File: config.mk
export PLATFORM = sky130hd
export DESIGN_NAME = instr_fetch
export DESIGN_NICKNAME = d
export VERILOG_FILES = /design/src/rtl/instr_pkg.sv /design/src/rtl/fetch_timer.sv /design/src/rtl/instr_fetch.sv
export SDC_FILE = /design/constraint.sdc
export NUM_CORES = 1
export LEC_CHECK = 0
export CORE_MARGIN = 2
export CORE_UTILIZATION = 59
export DETAILED_ROUTE_END_ITERATION = 10
export DONT_BUFFER_PORTS = 1
export GPL_TIMING_DRIVEN = 0
export HOLD_SLACK_MARGIN = 0.05
export PLACE_DENSITY = 0.75
export SETUP_SLACK_MARGIN = 0.4
export SYNTH_ARGS = -nofsm -noshare
export SYNTH_HDL_FRONTEND = slang
export SYNTH_HIERARCHICAL = 1
export SYNTH_SLANG_ARGS = --single-unit
File: constraint.sdc
create_clock -name clk -period 2.4 [get_ports clk]
set_clock_uncertainty 0.2 [all_clocks]
set_input_delay 0.48 -clock clk [delete_from_list [all_inputs] [get_ports clk]]
set_output_delay 0.48 -clock clk [all_outputs]
set_load 0.02 [all_outputs]
File: src/rtl/instr_pkg.sv
// Shared types and constants for the instruction fetch unit: FSM states,
// IR field layout, inst_en bit positions and the NOP opcode.
package instr_pkg;

    typedef enum logic [1:0] {
        ST_IDLE  = 2'd0,
        ST_REQ   = 2'd1,
        ST_READY = 2'd2
    } fetch_state_e;

    localparam int IR_W   = 16;
    localparam int OP_W   = 3;
    localparam int X_W    = 3;
    localparam int Y_W    = 2;
    localparam int ADDR_W = 8;

    localparam int OP_MSB   = 15;
    localparam int OP_LSB   = 13;
    localparam int X_MSB    = 12;
    localparam int X_LSB    = 10;
    localparam int Y_MSB    = 9;
    localparam int Y_LSB    = 8;
    localparam int ADDR_MSB = 7;
    localparam int ADDR_LSB = 0;

    // inst_en = {PC_EN, INST_EN, ADDR_EN, Y_EN, OP_EN, X_EN}
    localparam int IEN_PC   = 5;
    localparam int IEN_INST = 4;
    localparam int IEN_ADDR = 3;
    localparam int IEN_Y    = 2;
    localparam int IEN_OP   = 1;
    localparam int IEN_X    = 0;

    localparam logic [OP_W-1:0] OP_NOP = 3'b000;

endpackage

File: src/rtl/fetch_timer.sv
// Counts consecutive enabled cycles; expired is high on the LIMIT-th one.
// Used by instr_fetch only when FETCH_TIMEOUT_EN is defined.
module fetch_timer #(
    parameter int LIMIT = 15
) (
    input  logic clk,
    input  logic rst_n,
    input  logic cnt_en,
    input  logic clr,
    output logic expired
);
    localparam int CW = $clog2(LIMIT + 1);

    logic [CW-1:0] cnt_r;

    // Cycle counter, cleared on each new request.
    always_ff @(posedge clk or negedge rst_n) begin
        if (!rst_n) begin
            cnt_r <= {CW{1'b0}};
        end else if (clr) begin
            cnt_r <= {CW{1'b0}};
        end else if (cnt_en) begin
            cnt_r <= cnt_r + {{(CW-1){1'b0}}, 1'b1};
        end
    end

    assign expired = cnt_en && (cnt_r == CW'(LIMIT - 1));

endmodule

File: src/rtl/instr_fetch.sv
// Instruction fetch unit: IDLE/REQ/READY handshake with instruction memory,
// IR capture, field decode and PC update. Optional timeout: FETCH_TIMEOUT_EN.
module instr_fetch
    import instr_pkg::*;
#(
    parameter int PC_W        = 8,
    parameter int TIMEOUT_CYC = 15
) (
    input  logic              clk,
    input  logic              clr,
    input  logic              en_fetch,
    input  logic [5:0]        inst_en,
    input  logic              branch,
    input  logic [PC_W-1:0]   branch_addr,
    output logic              imem_req,
    output logic [PC_W-1:0]   imem_addr,
    input  logic              imem_ack,
    input  logic [IR_W-1:0]   imem_rdata,
    output logic [OP_W-1:0]   op,
    output logic [X_W-1:0]    x,
    output logic [Y_W-1:0]    y,
    output logic [ADDR_W-1:0] addr,
    output logic [PC_W-1:0]   pc,
    output logic              inst_valid,
    output logic              fetch_err
);
    fetch_state_e      state_r;
    logic [IR_W-1:0]   ir_r;
    logic [PC_W-1:0]   pc_r;
    logic [OP_W-1:0]   op_r;
    logic [X_W-1:0]    x_r;
    logic [Y_W-1:0]    y_r;
    logic [ADDR_W-1:0] addr_r;
    logic              fetch_err_r;
    logic              timeout_s;
    logic              load_all_s;

`ifdef FETCH_TIMEOUT_EN
    logic cnt_en_s;
    logic cnt_clr_s;

    assign cnt_en_s  = (state_r == ST_REQ) && !imem_ack;
    assign cnt_clr_s = (state_r == ST_IDLE) && en_fetch;

    fetch_timer #(
        .LIMIT   (TIMEOUT_CYC)
    ) u_fetch_timer (
        .clk     (clk),
        .rst_n   (clr),
        .cnt_en  (cnt_en_s),
        .clr     (cnt_clr_s),
        .expired (timeout_s)
    );
`else
    assign timeout_s = 1'b0;
`endif

    assign load_all_s = inst_en[IEN_INST];

    // Fetch FSM with IR, decoded fields and PC held as registered state.
    always_ff @(posedge clk or negedge clr) begin
        if (!clr) begin
            state_r     <= ST_IDLE;
            ir_r        <= {IR_W{1'b0}};
            pc_r        <= {PC_W{1'b0}};
            op_r        <= {OP_W{1'b0}};
            x_r         <= {X_W{1'b0}};
            y_r         <= {Y_W{1'b0}};
            addr_r      <= {ADDR_W{1'b0}};
            fetch_err_r <= 1'b0;
        end else begin
            fetch_err_r <= 1'b0;
            case (state_r)
                ST_IDLE: begin
                    if (en_fetch) begin
                        state_r <= ST_REQ;
                    end
                end
                // No cancel path: en_fetch is ignored until ack or timeout.
                ST_REQ: begin
                    if (imem_ack) begin
                        ir_r    <= imem_rdata;
                        state_r <= ST_READY;
                    end else if (timeout_s) begin
                        ir_r        <= {OP_NOP, {(IR_W-OP_W){1'b0}}};
                        fetch_err_r <= 1'b1;
                        state_r     <= ST_READY;
                    end
                end
                ST_READY: begin
                    if (load_all_s || inst_en[IEN_OP]) begin
                        op_r <= ir_r[OP_MSB:OP_LSB];
                    end
                    if (load_all_s || inst_en[IEN_X]) begin
                        x_r <= ir_r[X_MSB:X_LSB];
                    end
                    if (load_all_s || inst_en[IEN_Y]) begin
                        y_r <= ir_r[Y_MSB:Y_LSB];
                    end
                    if (load_all_s || inst_en[IEN_ADDR]) begin
                        addr_r <= ir_r[ADDR_MSB:ADDR_LSB];
                    end
                    if (inst_en[IEN_PC]) begin
                        pc_r    <= branch ? branch_addr
                                          : pc_r + {{(PC_W-1){1'b0}}, 1'b1};
                        state_r <= ST_IDLE;
                    end
                end
                default: begin
                    state_r <= ST_IDLE;
                end
            endcase
        end
    end

    assign imem_req   = (state_r == ST_REQ);
    assign inst_valid = (state_r == ST_READY);
    assign imem_addr  = pc_r;
    assign pc         = pc_r;
    assign op         = op_r;
    assign x          = x_r;
    assign y          = y_r;
    assign addr       = addr_r;
    assign fetch_err  = fetch_err_r;

endmodule

==> flow_metrics.tcl <==
set metrics [dict create \
    wl_mm 3.66 \
    clkPwrFrac_pct 13.0 \
    drtPass1Iterations 5 \
    drc 0 \
    intPower_mw 1.59 \
    post-route-period-util_pct 79.4 \
    synth_nets 186 \
    seq_area_frac_synth_pct 54.7 \
    dp_hpwl_mm 2.63 \
    multiInputGateArea_um2 762 \
    place.gp.congestion 0.716 \
    wl_per_cell_um 16.6 \
    fin_tns_setup_ps 0 \
    grt_overflow_total 0 \
    finalHoldViolCount 0 \
    clk_latency_ps 350 \
    combinationalPowerShare_pct 28.7 \
    cts_setup_buffers 0 \
    antenna_found_initial 0 \
    io_buffers 0 \
    clockBufferDepth 2 \
    fmaxAchievable_mhz 524 \
    die_w_um 61.1 \
    start_util_pct 62.5 \
    cts_sinks 42 \
    die_h_um 61.1 \
    r2r_end "ir_r[11]$_DFFE_PN0P_" \
    fin_area_mm2 0.00222 \
    power_density_mw_per_mm2 1180 \
    layout_commonest_cell "dfrtp_1" \
    layout_common_cells "dfrtp_1, mux2_2, dlygate4sd3_1, nor2_1" \
    end_kind "primary output" \
    crit_type "flip-flop to primary output" \
    grt_max_degree 43 \
    seqPwrFrac_pct 58.3 \
    leakage_nw 1.00 \
    syn2layout_area_growth_pct 15.6 \
    synthCells 150 \
    status "completed" \
    layout.nets 211 \
    root_buffer "clkbuf_4" \
    maxSlewViolCount 0 \
    r2r_start "state_r[1]$_DFFE_PN0P_" \
    synth-warning-count 6 \
    postPlaceCellArea_mm2 0.00198 \
    ir_drop_mv 0.726 \
    clkTransAtPathRegs_ps 120 \
    syn-cell-area_mm2 0.00192 \
    vias_per_cell 5.52 \
    start_kind "flip-flop" \
    grt_pass1_vias 1105 \
    fill_cells 219 \
    period_needed_ps 1910 \
    min_path_cells 1 \
    grt_pass1_wl_mm 5.55 \
    initialDrtViolationCount 82 \
    rsz0062_at_grt "no" \
    crit_fanout 6 \
    arrival_ps 1230 \
    placeableCoreArea_mm2 0.00308 \
    die_area_mm2 0.00373 \
    hold_start "imem_rdata[1]" \
    cts_made_buffers 5 \
    reg2reg_depth 4 \
    seq_area_mm2 0.00105 \
    holdCritPathClass "input port to flip-flop" \
    synth.distinct_cells 36 \
    drive_above_1_share_pct 33.0 \
    cap_violations 0 \
    avgSynthCellArea_um2 12.8 \
    required_ps 1720 \
    switching_share_pct 39.5 \
    r2r_setup_slack_ps 650 \
    cts_htree_levels 2 \
    hold_end "ir_r[1]$_DFFE_PN0P_" \
    finalSetupViolations 0 \
    yosys_register_bits 42 \
    p_switching_mw 1.04 \
    rows 20 \
    ios 70 \
    cts_tree "done" \
    ant_nets 0 \
    n_antenna_cell 0 \
    vias 1215 \
    track_usage_pct 21.3 \
]
==> synth_stat cells <==
cell type,n,area share [%]
o22ai_1,2,0.65
nand4_2,1,0.65
o211ai_1,3,1.2
inv_1,4,0.78
a31oi_1,1,0.33
nand2b_1,1,0.33
buf_2,1,0.26
o31a_1,1,0.46
clkbuf_1,3,0.59
and3b_1,1,0.46
nor3b_1,1,0.39
dfrtp_1,42,55
and3_2,1,0.39
or4b_1,1,0.52
a311oi_1,1,0.46
nor2_4,1,0.59
o41a_2,1,0.65
o21ai_0,8,2.1
a21oi_1,2,0.52
a22oi_1,1,0.39
nand2_4,1,0.59
nor2b_2,1,0.46
nor2_1,12,2.3
nand3b_1,1,0.39
buf_4,9,3.5
mux2_2,23,13
nand3_1,3,0.78
and2_1,1,0.33
ha_1,1,0.65
conb_1,1,0.19
mux2_4,9,7.0
mux2i_1,3,1.6
nand2_1,5,0.98
a211oi_1,1,0.39
buf_6,1,0.59
nand4b_1,1,0.46
==> registers in the layout, summed over array words and instances (netlist names) <==
signal	cells
y	2
state_r	2
x	3
op	3
addr	8
imem_addr	8
ir_r	16
==> metrics by stage <==
| step | power (mW) | setup slack, ps | std cells | hold slack [ps] | util, % |
|---|---|---|---|---|---|
| global placement | 2.20 | 682 | 194 | -14.7 | 64.3 |
| finish | 2.63 | 493 | 220 | 72.6 | 72.2 |
| global route | 2.80 | 420 | 220 | 49.8 | 72.2 |
| CTS | 2.63 | 439 | 206 | 51.9 | 67.7 |
| floorplan | 2.10 | 778 | 150 | -15.6 | - |
| detailed placement | 2.27 | 648 | 194 | -14.7 | 64.3 |
==> worst max path at each step <==
stage / startpoint / to / slack [ps] / depth (start not counted)
detailed placement: state_r[0]$_DFFE_PN0P_ / ir_r[11]$_DFFE_PN0P_ / 650 / 4
CTS: state_r[0]$_DFFE_PN0P_ / inst_valid / 440 / 2
finish: state_r[0]$_DFFE_PN0P_ / inst_valid / 490 / 2
floorplan: imem_addr[0]$_DFFE_PN0P_ / imem_addr[6]$_DFFE_PN0P_ / 780 / 4
global placement: state_r[1]$_DFFE_PN0P_ / ir_r[9]$_DFFE_PN0P_ / 680 / 4
global route: state_r[0]$_DFFE_PN0P_ / inst_valid / 420 / 2
==> repair_timing <==
action	4_1_cts	5_1_grt
endpoints found under the setup margin	0	1
hold buffers	4	14
hold endpoints to repair	44	14
gates resized for setup	0	1
==> kinds of logic after synthesis <==
group / count (synthesis) / synth area share [%]
other cells: 1 / 0.195
flops: 42 / 54.7
buf+inv: 18 / 5.72
compound gates: 21 / 7.09
simple gates: 32 / 9.63
mux: 35 / 22.1
fa+ha+maj: 1 / 0.651
==> power by group through the flow <==
stage          combinational [mW]  clock (mW)  sequential (mW)
3_5_place_dp                0.720           0             1.55
4_1_cts                     0.744       0.353             1.54
6_report                    0.753       0.341             1.53
5_1_grt                     0.824       0.386             1.59
2_1_floorplan               0.639           0             1.46
3_3_place_gp                0.682           0             1.52
==> layer usage <==
layer | routed length (um) | global-route usage (%) | vias to the layer above
li1 | - | - | 567
met1 | 1440 | 26.0 | 593
met2 | 1900 | 33.4 | 48
met3 | 265 | 9.24 | 7
met4 | 55 | 8.39 | 0
met5 | 0 | 0 | -
==> area by class of cell <==
type | instances | area share [%]
timing repair buffer | 18 | 8.55
sequential | 42 | 47.3
multi-input combinational | 90 | 34.3
clock inverter | 2 | 0.619
inverter | 4 | 0.675
tap | 44 | 2.48
clock buffer | 6 | 1.86
buffer | 14 | 4.28
==> critical path, stage by stage (launching register included) <==
cell	delay [ps]
dfrtp_1	430
nand2b_1	280
inv_2	170
(Power assumes the default switching activity.)
